<file path="config.mk">
export PLATFORM = sky130hd
export DESIGN_NAME = tpu_core_nxn
export DESIGN_NICKNAME = d
export VERILOG_FILES = /design/src/rtl/tpu_pkg.sv /design/src/rtl/tpu_pe.sv /design/src/rtl/tpu_core_nxn.sv
export SDC_FILE = /design/constraint.sdc
export NUM_CORES = 1
export LEC_CHECK = 0
export CELL_PAD_IN_SITES_DETAIL_PLACEMENT = 1
export CELL_PAD_IN_SITES_GLOBAL_PLACEMENT = 1
export CORE_AREA = 2 2 214 216
export CTS_CLUSTER_SIZE = 25
export DETAILED_ROUTE_END_ITERATION = 7
export DIE_AREA = 0 0 216 218
export PLACE_DENSITY = 0.79
export RECOVER_POWER = 100
export SLEW_MARGIN = 25
export SYNTH_ARGS = -nofsm -noshare
export SYNTH_HDL_FRONTEND = slang
export SYNTH_HIERARCHICAL = 1
export SYNTH_SLANG_ARGS = --single-unit
export TNS_END_PERCENT = 100
</file>
<file path="constraint.sdc">
create_clock -name clk -period 6.8 [get_ports clk]
set_input_delay 1.02 -clock clk [delete_from_list [all_inputs] [get_ports clk]]
set_output_delay 1.02 -clock clk [all_outputs]
set_load 0.05 [all_outputs]
</file>
<file path="src/rtl/tpu_pkg.sv">
// Shared definitions for the NxN systolic matrix-multiply core:
// FSM state type, counter sizing helpers and accumulator saturation limits.
package tpu_pkg;

  typedef enum logic [1:0] {
    LOAD_A,
    LOAD_B,
    COMPUTE,
    OUTPUT
  } state_t;

  // Width of a counter that indexes one NxN operand matrix.
  function automatic int cnt_width(input int n);
    return $clog2(n * n);
  endfunction

  // Skewed wavefront needs 3N-2 cycles to pass every k through every PE.
  function automatic int compute_cycles(input int n);
    return 3 * n - 2;
  endfunction

  function automatic longint acc_sat_max(input int w);
    return (longint'(1) <<< (w - 1)) - 1;
  endfunction

  function automatic longint acc_sat_min(input int w);
    return -(longint'(1) <<< (w - 1));
  endfunction

endpackage

</file>
<file path="src/rtl/tpu_pe.sv">
// One output-stationary MAC cell: registered a/b pass-through, signed accumulate.
// Build with TPU_ACC_SAT_EN for sticky saturation instead of modulo wrap.
module tpu_pe
  import tpu_pkg::*;
#(
  parameter int DATA_W = 8,
  parameter int ACC_W  = 16
) (
  input  logic              clk,
  input  logic              rst,
  input  logic              clr,
  input  logic [DATA_W-1:0] a_in,
  input  logic [DATA_W-1:0] b_in,
  output logic [DATA_W-1:0] a_out,
  output logic [DATA_W-1:0] b_out,
  output logic [ACC_W-1:0]  acc
);

  logic [DATA_W-1:0]          a_reg, b_reg;
  logic [ACC_W-1:0]           acc_reg, acc_next;
  logic signed [2*DATA_W-1:0] prod;
  logic signed [ACC_W:0]      sum;

  // One guard bit above ACC_W exposes signed overflow of the accumulate.
  assign prod = $signed(a_in) * $signed(b_in);
  assign sum  = $signed({acc_reg[ACC_W-1], acc_reg}) + (ACC_W + 1)'(prod);

`ifdef TPU_ACC_SAT_EN
  localparam logic [ACC_W-1:0] ACC_MAX = ACC_W'(acc_sat_max(ACC_W));
  localparam logic [ACC_W-1:0] ACC_MIN = ACC_W'(acc_sat_min(ACC_W));

  logic sat_reg, sat_next;

  // Once clipped the cell holds its limit for the rest of the job.
  always_comb begin
    acc_next = sum[ACC_W-1:0];
    sat_next = sat_reg;
    if (sat_reg) begin
      acc_next = acc_reg;
    end else if (sum[ACC_W] != sum[ACC_W-1]) begin
      acc_next = sum[ACC_W] ? ACC_MIN : ACC_MAX;
      sat_next = 1'b1;
    end
  end

  always_ff @(posedge clk) begin
    if (rst || clr) sat_reg <= 1'b0;
    else            sat_reg <= sat_next;
  end
`else
  assign acc_next = sum[ACC_W-1:0];
`endif

  always_ff @(posedge clk) begin
    if (rst || clr) begin
      a_reg   <= '0;
      b_reg   <= '0;
      acc_reg <= '0;
    end else begin
      a_reg   <= a_in;
      b_reg   <= b_in;
      acc_reg <= acc_next;
    end
  end

  assign a_out = a_reg;
  assign b_out = b_reg;
  assign acc   = acc_reg;

endmodule

</file>
<file path="src/rtl/tpu_core_nxn.sv">
// NxN output-stationary systolic core: loads A then B as a byte stream, computes
// A x B (or A x B^T) with optional ReLU and streams C row-major. See TPU_ACC_SAT_EN in tpu_pe.
module tpu_core_nxn
  import tpu_pkg::*;
#(
  parameter int N      = 2,
  parameter int DATA_W = 8,
  parameter int ACC_W  = 16
) (
  input  logic              clk,
  input  logic              rst,
  input  logic              in_valid,
  input  logic [DATA_W-1:0] in_data,
  output logic              in_ready,
  input  logic              transpose,
  input  logic              activation,
  output logic              out_valid,
  output logic [ACC_W-1:0]  out_data,
  input  logic              out_ready,
  output logic              busy,
  output logic              done
);

  localparam int NN    = N * N;
  localparam int CNT_W = cnt_width(N);
  localparam int CCYC  = compute_cycles(N);
  localparam int CYC_W = $clog2(CCYC);

  state_t            state_reg, state_next;
  logic [CNT_W-1:0]  cnt_reg;
  logic [CYC_W-1:0]  cyc_reg;
  logic              transpose_reg, relu_reg;
  logic              out_valid_reg, done_reg;
  logic [ACC_W-1:0]  out_data_reg;
  logic [DATA_W-1:0] a_mem [NN];
  logic [DATA_W-1:0] b_mem [NN];
  logic [DATA_W-1:0] a_feed [N];
  logic [DATA_W-1:0] b_feed [N];
  logic [DATA_W-1:0] a_east [N][N];
  logic [DATA_W-1:0] b_south [N][N];
  logic [ACC_W-1:0]  acc_arr [NN];
  logic [ACC_W-1:0]  res [NN];
  logic [N-1:0]      unused_east, unused_south;
  logic              in_fire, out_fire, last_beat, last_cyc, pe_clr;

  assign in_ready  = (state_reg == LOAD_A) || (state_reg == LOAD_B);
  assign in_fire   = in_valid && in_ready;
  assign out_fire  = out_valid_reg && out_ready;
  assign last_beat = (cnt_reg == CNT_W'(NN - 1));
  assign last_cyc  = (cyc_reg == CYC_W'(CCYC - 1));
  assign pe_clr    = (state_reg == LOAD_B) && in_fire && last_beat;

  always_ff @(posedge clk) begin
    if (rst) state_reg <= LOAD_A;
    else     state_reg <= state_next;
  end

  always_comb begin
    state_next = state_reg;
    case (state_reg)
      LOAD_A:  if (in_fire && last_beat) state_next = LOAD_B;
      LOAD_B:  if (in_fire && last_beat) state_next = COMPUTE;
      COMPUTE: if (last_cyc) state_next = OUTPUT;
      OUTPUT:  if (out_fire && last_beat) state_next = LOAD_A;
      default: state_next = LOAD_A;
    endcase
  end

  always_ff @(posedge clk) begin
    if (rst) begin
      cnt_reg       <= '0;
      cyc_reg       <= '0;
      transpose_reg <= 1'b0;
      relu_reg      <= 1'b0;
      out_valid_reg <= 1'b0;
      out_data_reg  <= '0;
      done_reg      <= 1'b0;
      for (int k = 0; k < NN; k++) begin
        a_mem[k] <= '0;
        b_mem[k] <= '0;
      end
    end else begin
      done_reg <= 1'b0;
      case (state_reg)
        LOAD_A, LOAD_B: begin
          if (in_fire) begin
            if (state_reg == LOAD_A) a_mem[cnt_reg] <= in_data;
            else                     b_mem[cnt_reg] <= in_data;
            if (state_reg == LOAD_A && cnt_reg == '0) begin
              transpose_reg <= transpose;
              relu_reg      <= activation;
            end
            cnt_reg <= last_beat ? '0 : cnt_reg + CNT_W'(1);
          end
        end
        COMPUTE: cyc_reg <= last_cyc ? '0 : cyc_reg + CYC_W'(1);
        OUTPUT: begin
          // First OUTPUT cycle only primes the result register.
          if (!out_valid_reg) begin
            out_valid_reg <= 1'b1;
            out_data_reg  <= res[cnt_reg];
          end else if (out_ready) begin
            if (last_beat) begin
              out_valid_reg <= 1'b0;
              done_reg      <= 1'b1;
              cnt_reg       <= '0;
            end else begin
              cnt_reg      <= cnt_reg + CNT_W'(1);
              out_data_reg <= res[cnt_reg + CNT_W'(1)];
            end
          end
        end
        default: ;
      endcase
    end
  end

  // Row i / column j see operand k at compute cycle i+k / j+k; zeros elsewhere.
  always_comb begin
    for (int i = 0; i < N; i++) begin
      a_feed[i] = '0;
      b_feed[i] = '0;
      if (state_reg == COMPUTE && int'(cyc_reg) >= i && int'(cyc_reg) < i + N) begin
        a_feed[i] = a_mem[CNT_W'(i * N + int'(cyc_reg) - i)];
        b_feed[i] = transpose_reg ? b_mem[CNT_W'(i * N + int'(cyc_reg) - i)]
                                  : b_mem[CNT_W'((int'(cyc_reg) - i) * N + i)];
      end
    end
  end

  genvar gi, gj;
  generate
    for (gi = 0; gi < N; gi++) begin : g_row
      for (gj = 0; gj < N; gj++) begin : g_col
        logic [DATA_W-1:0] a_west, b_north;
        if (gj == 0) begin : g_wedge
          assign a_west = a_feed[gi];
        end else begin : g_winner
          assign a_west = a_east[gi][gj-1];
        end
        if (gi == 0) begin : g_nedge
          assign b_north = b_feed[gj];
        end else begin : g_ninner
          assign b_north = b_south[gi-1][gj];
        end
        tpu_pe #(.DATA_W(DATA_W), .ACC_W(ACC_W)) u_pe (
          .clk   (clk),
          .rst   (rst),
          .clr   (pe_clr),
          .a_in  (a_west),
          .b_in  (b_north),
          .a_out (a_east[gi][gj]),
          .b_out (b_south[gi][gj]),
          .acc   (acc_arr[gi*N+gj])
        );
      end
      assign unused_east[gi]  = ^a_east[gi][N-1];
      assign unused_south[gi] = ^b_south[N-1][gi];
    end
    for (gi = 0; gi < NN; gi++) begin : g_res
      assign res[gi] = (relu_reg && acc_arr[gi][ACC_W-1]) ? '0 : acc_arr[gi];
    end
  endgenerate

  assign out_valid = out_valid_reg;
  assign out_data  = out_data_reg;
  assign done      = done_reg;
  assign busy      = !(state_reg == LOAD_A && cnt_reg == '0);

endmodule

</file>
## After elaboration in Yosys (flattened, before gate mapping)

Memory sizes are Yosys's and may differ from the RTL's. A register that Yosys moved wholly into a read port is not among the register bits.
Index checks and enable logic that the tools add are counted.
W data, S select, Z words.

- Output and inout port bits: 20
- Logic and storage cells: 142
- Bits of input ports: 14
- Flip-flop bits (word level): 122
- Memories: 2
- Memory bits (writable): 64

Memories:

| memory | words | bits a word | read ports | clocked after Yosys merged registers in | write ports | RTL line | RTL |
|---|---|---|---|---|---|---|---|
| a_mem | 4 | 8 | 2 | 1 | 4 | tpu_core_nxn.sv:35 | `logic [DATA_W-1:0] a_mem [NN];` |
| b_mem | 4 | 8 | 4 | 2 | 4 | tpu_core_nxn.sv:36 | `logic [DATA_W-1:0] b_mem [NN];` |

- Equality and inequality tests: 14
- Add/sub/neg operators: 10
- Muxes and demuxes: 58
- Multipliers: 4
- Order comparisons: 5
- Reduce and logical (&&, ||, !) cells: 28
- Bitwise operators: 5

Operators with widths:

| cell | number |
|---|---|
| $mux W16 | 11 |
| $add A16 B16 Y16 | 4 |
| $bmux W16 S2 | 2 |
| $mul A8 B8 Y16 | 4 |
| $mux W8 | 8 |
| $mux W2 | 17 |
| $mux W1 | 18 |
| $reduce_or A8 Y1 | 2 |
| $logic_and A1 B1 Y1 | 14 |
| $ne A2 B2 Y1 const B | 7 |
| $eq A2 B2 Y1 const B | 4 |
| $pmux W2 S4 | 1 |
| $reduce_and A4 Y1 | 2 |
| $ge A3 B3 Y1 const B | 2 |
| $not A2 Y3 | 2 |
| $reduce_and A3 Y1 | 2 |
| $add A2 B1 Y2 const B | 2 |
| $logic_not A2 Y1 | 2 |
| $lt A2 B2 Y1 const B | 2 |
| $ne A2 B1 Y1 const B | 2 |
| $pmux W2 S2 | 1 |
| $reduce_or A4 Y1 | 1 |
| $not A1 Y1 | 3 |
| $add A2 B2 Y2 const A | 1 |
| other kinds (9) | 10 |

## Depth between registers and ports, before layout

- Depth in word-level cells: 9
- Depth in mapped cells: 26
- Gate-level depth less buffers: 22

## Modules after synthesis

The synthesis kept the hierarchy.

By module, submodules not included:

| module | cells an instance | instances | sequential area each (µm²) | area each (µm²) |
|---|---|---|---|---|
| tpu_pe (g_row[0].g_col[0].u_pe ...) | 367 | 3 | 640.6 | 3731.1 |
| tpu_core_nxn | 524 | 1 | 2482.4 | 5760.5 |
| tpu_pe (g_row[1].g_col[1].u_pe) | 382 | 1 | 640.6 | 3804.9 |

## Worst setup path before layout

No wires, ideal clock.

- Kind: register to register
- Start: register cyc_reg[0]
- End: register g_row[1].g_col[0].u_pe.acc_reg[15]
- Data arrival time: 6387 ps
- Library setup time: 118 ps
- Path buffers: 4
- Stages on the path, launching flop included: 23
- Setup slack: 295 ps
- Clock period less this slack: 6505 ps
- Required time: 6682 ps
- Cells stage by stage: dfxtp_1 -> buf_2 -> buf_2 -> inv_1 -> ha_1 -> buf_2 -> buf_2 -> mux4_2 -> nor2b_1 -> and2_1 -> inv_1 -> fa_1 -> inv_1 -> fa_1 -> fa_1 -> fa_1 -> fa_1 -> ha_1 -> nand2_1 -> o311a_1 -> a211oi_1 -> nor4_1 -> nand2b_1

- Longest elaborated chain between the ends: 6
- Elaborated cells on any way between the ends: 10
- Those cells by class: 3 x add/sub; 1 x mul; 2 x order compare; 1 x mux; 2 x reduce/logical; 1 x memory

Ends and longest elaborated chain:

| element | RTL line | RTL |
|---|---|---|
| from (decl) | tpu_core_nxn.sv:31 | `logic [CYC_W-1:0] cyc_reg;` |
| from (signal assigned) | tpu_core_nxn.sv:96 | `COMPUTE: cyc_reg <= last_cyc ? '0 : cyc_reg + CYC_W'(1);` |
| $add A2 B2 Y2 or $ge A2 B1 Y1 (tied branches) | tpu_core_nxn.sv:124, tpu_core_nxn.sv:123 |  |
| $sub A2 B1 Y2 or $logic_and A1 B1 Y1 (tied branches) | tpu_core_nxn.sv:124, tpu_core_nxn.sv:123 |  |
| $mem_v2 Z4 W8 or $logic_and A1 B1 Y1 (tied branches) | - |  |
| $mux W8 (*) | tpu_core_nxn.sv:123 | `if (state_reg == COMPUTE && int'(cyc_reg) >= i && int'(cyc_reg) < i + N) begin` |
| via g_row[1].g_col[0].a_west[7] | tpu_core_nxn.sv:135 | `logic [DATA_W-1:0] a_west, b_north;` |
| $mul A8 B8 Y16 (*) | tpu_pe.sv:25 | `assign prod = $signed(a_in) * $signed(b_in);` |
| $add A16 B16 Y16 (*) | tpu_pe.sv:26 | `assign sum = $signed({acc_reg[ACC_W-1], acc_reg}) + (ACC_W + 1)'(prod);` |
| to (signal assigned) | tpu_pe.sv:62 | `acc_reg <= acc_next;` |
| to (decl) | tpu_pe.sv:20 | `logic [ACC_W-1:0] acc_reg, acc_next;` |

Mark *: on every way through the listed nets, which the timed path passes. The rest lies on a longest branch.
A chain may end at the register's enable or synchronous reset.

==> flow_summary.ini <==
[run_status]
outcome = finished, violations left
violations_in_the_final_reports = max-capacitance violations, max-slew violations

[floorplan]
fp.dieW_um = 216
die_area_um2 = 47090
rows = 78
die_height_um = 218
core_area_um2 = 44890
ios = 34
starting_utilization_of_the_core_area_pct = 44.37

[synth]
synth-warning-count = 6
postSynthCellCount = 1942
syn_nets = 2396
postSynthAreaPerCell_um2 = 10.26
mappedNetlistArea_um2 = 19920

[drt]
routedWlPerCell_um = 21.72
drt_iter0_markers = 881
vias_per_cell = 5.520
detailedRoute.firstPassIterationCount = 5
drcViolationCount = 0
via_count = 14110
post_detailed_routing_wire_length_um = 55510
ant_nets = 0

[sta]
achievable-frequency_mhz = 154.9
timing.max_slew.rel_slack_pct = -39.56
timing.final.crit_share_pct = 94.96
setup_repair_after_global_routing_missed_its_margin = no
final.setup_skew_ps = 11.24
finalSetupViolations = 0
drv_slew = 33
totalNegativeSetupSlack_ps = 0
final_count_of_hold_timing_violations = 0
timing_worst_slew_pin_value_ps = 2093
layout_min_cycle_time_ps = 6457

[run]
maximum_capacitance_violations = 1

[cts]
tritoncts = yes
worst_setup_hold_path_clk_slew_ps = 80
tritoncts_buffer_count = 17
post_cts_resize_count = 0
max-clock-path-buffers = 2
worst_skew_pair.late_latency_ps = 500
cts_sinks = 188
postCtsSetupBuffers = 0
cts-hold-fix-buffers = 0
cts-root-buf = clkbuf_16
cts-htree-levels = 4

[placed_design]
place.gp.congestion = 0.8765
io_buffer_count = 33
dp_hpwl_um = 44450

[worst_setup_path]
worst-path-buf-inv = 1
slowest_stage_delay_cp_ps = 760
critPathRequiredTime_ps = 7160
path_max_fanout = 12
kind_of_cell_adding_the_most_delay_to_the_critical_path = adder cells
criticalPathCategory = flop to flop
worstSetupEndpointType = flop
cp_common_cell = fa_1
cp_data_arrival_time_ps = 6820
setup.worst_path.start_class = flop
cpMaxStageDelayCell = dfxtp_1
critical_path.cell_chain = buf_4 -> mux2i_1 -> nor2_1 -> a21oi_1 -> nor2_1 -> and2_1 -> fa_1 -> fa_1 -> fa_1 -> fa_1 -> ha_1 -> ha_1 -> a21oi_1 -> o221ai_1 -> a221oi_1 -> xor2_1 -> nor2_1

[power]
power_uw = 2680
p_per_area_nw_per_um2 = 124.9
vdd_drop_max_v = 0.0002978
p_leak_uw = 0.01041

[worst_hold_path]
min-delay-path-class = flop to flop

[final_layout]
largest_register_ff_count = 64
layout_cells_sized_above_1_pct = 5.624
area_delta_synth_final_pct = 7.726
number_of_diodes = 0
finalNetCount = 2398

[grt]
via_count_of_the_first_global_routing_pass = 15980
grt_antenna_before_repair = 2
grt_max_degree = 33
grt_remaining_overflow = 0
gr-usage-all-layers_pct = 24.55
grt_first_pass_wirelength_um = 88150
## area by class of cell
cell class / count / area (um^2)
clock buffer: 20 / 456.7
tap: 600 / 750.7
timing repair buffer: 58 / 499.2
sequential: 188 / 4405
fill: 4983 / 23440
multi-input combinational: 1362 / 14020
inverter: 317 / 1190
clock inverter: 11 / 133.9
## worst paths after layout
path | startpoint | endpoint | slack [ps] | cells after the start
setup / recovery | flop | g_row[0].g_col[0].u_pe/acc[14] | 340 | 17
setup reg to reg | flop | g_row[0].g_col[0].u_pe/acc[14] | 340 | 17
hold / removal | out_data[4] | out_data[4] | 490 | 1
hold reg to reg | out_data[4] | out_data[4] | 490 | 1
## cells in the final DEF, fill, tap and decap left out, drive strengths merged, types with 27 or more instances in the layout
cell type	n
dfxtp	124
nand2	114
edfxtp	64
a21oi	45
nor2	125
a221oi	35
inv	319
and2	230
ha	156
xnor2	48
fa	284
and3	27
mux4	34
## per-layer routing
layer | wire length, um | vias up | GRT usage (%) | part of all wire [%]
li1 | - | 6341 | - | -
met1 | 23740 | 7338 | 30.58 | 43
met2 | 27310 | 326 | 41.89 | 49
met3 | 2180 | 104 | 4.073 | 3.9
met4 | 2281 | 0 | 11.35 | 4.1
met5 | 0 | - | 0 | 0
## power by group
part           switching, uW  internal (uW)  total, uW
registers               50.0           1200       1250
clock network            498            565       1060
logic                    235            130        365
## metrics by stage
step	area (um^2)	instances	setup WS [ps]	utilization (%)	hold slack [ps]
after floorplan	19920	1942	295.2	-	510.6
after global placement	20860	2525	336.6	46.47	480.6
after detailed placement	20870	2525	75.76	46.49	475.6
after CTS	21460	2556	69.39	47.81	492.9
after global routing	21460	2556	50.55	47.80	495.8
final	21460	2556	343.0	47.80	492.3
No activity file was read; power rests on OpenSTA's default activity.
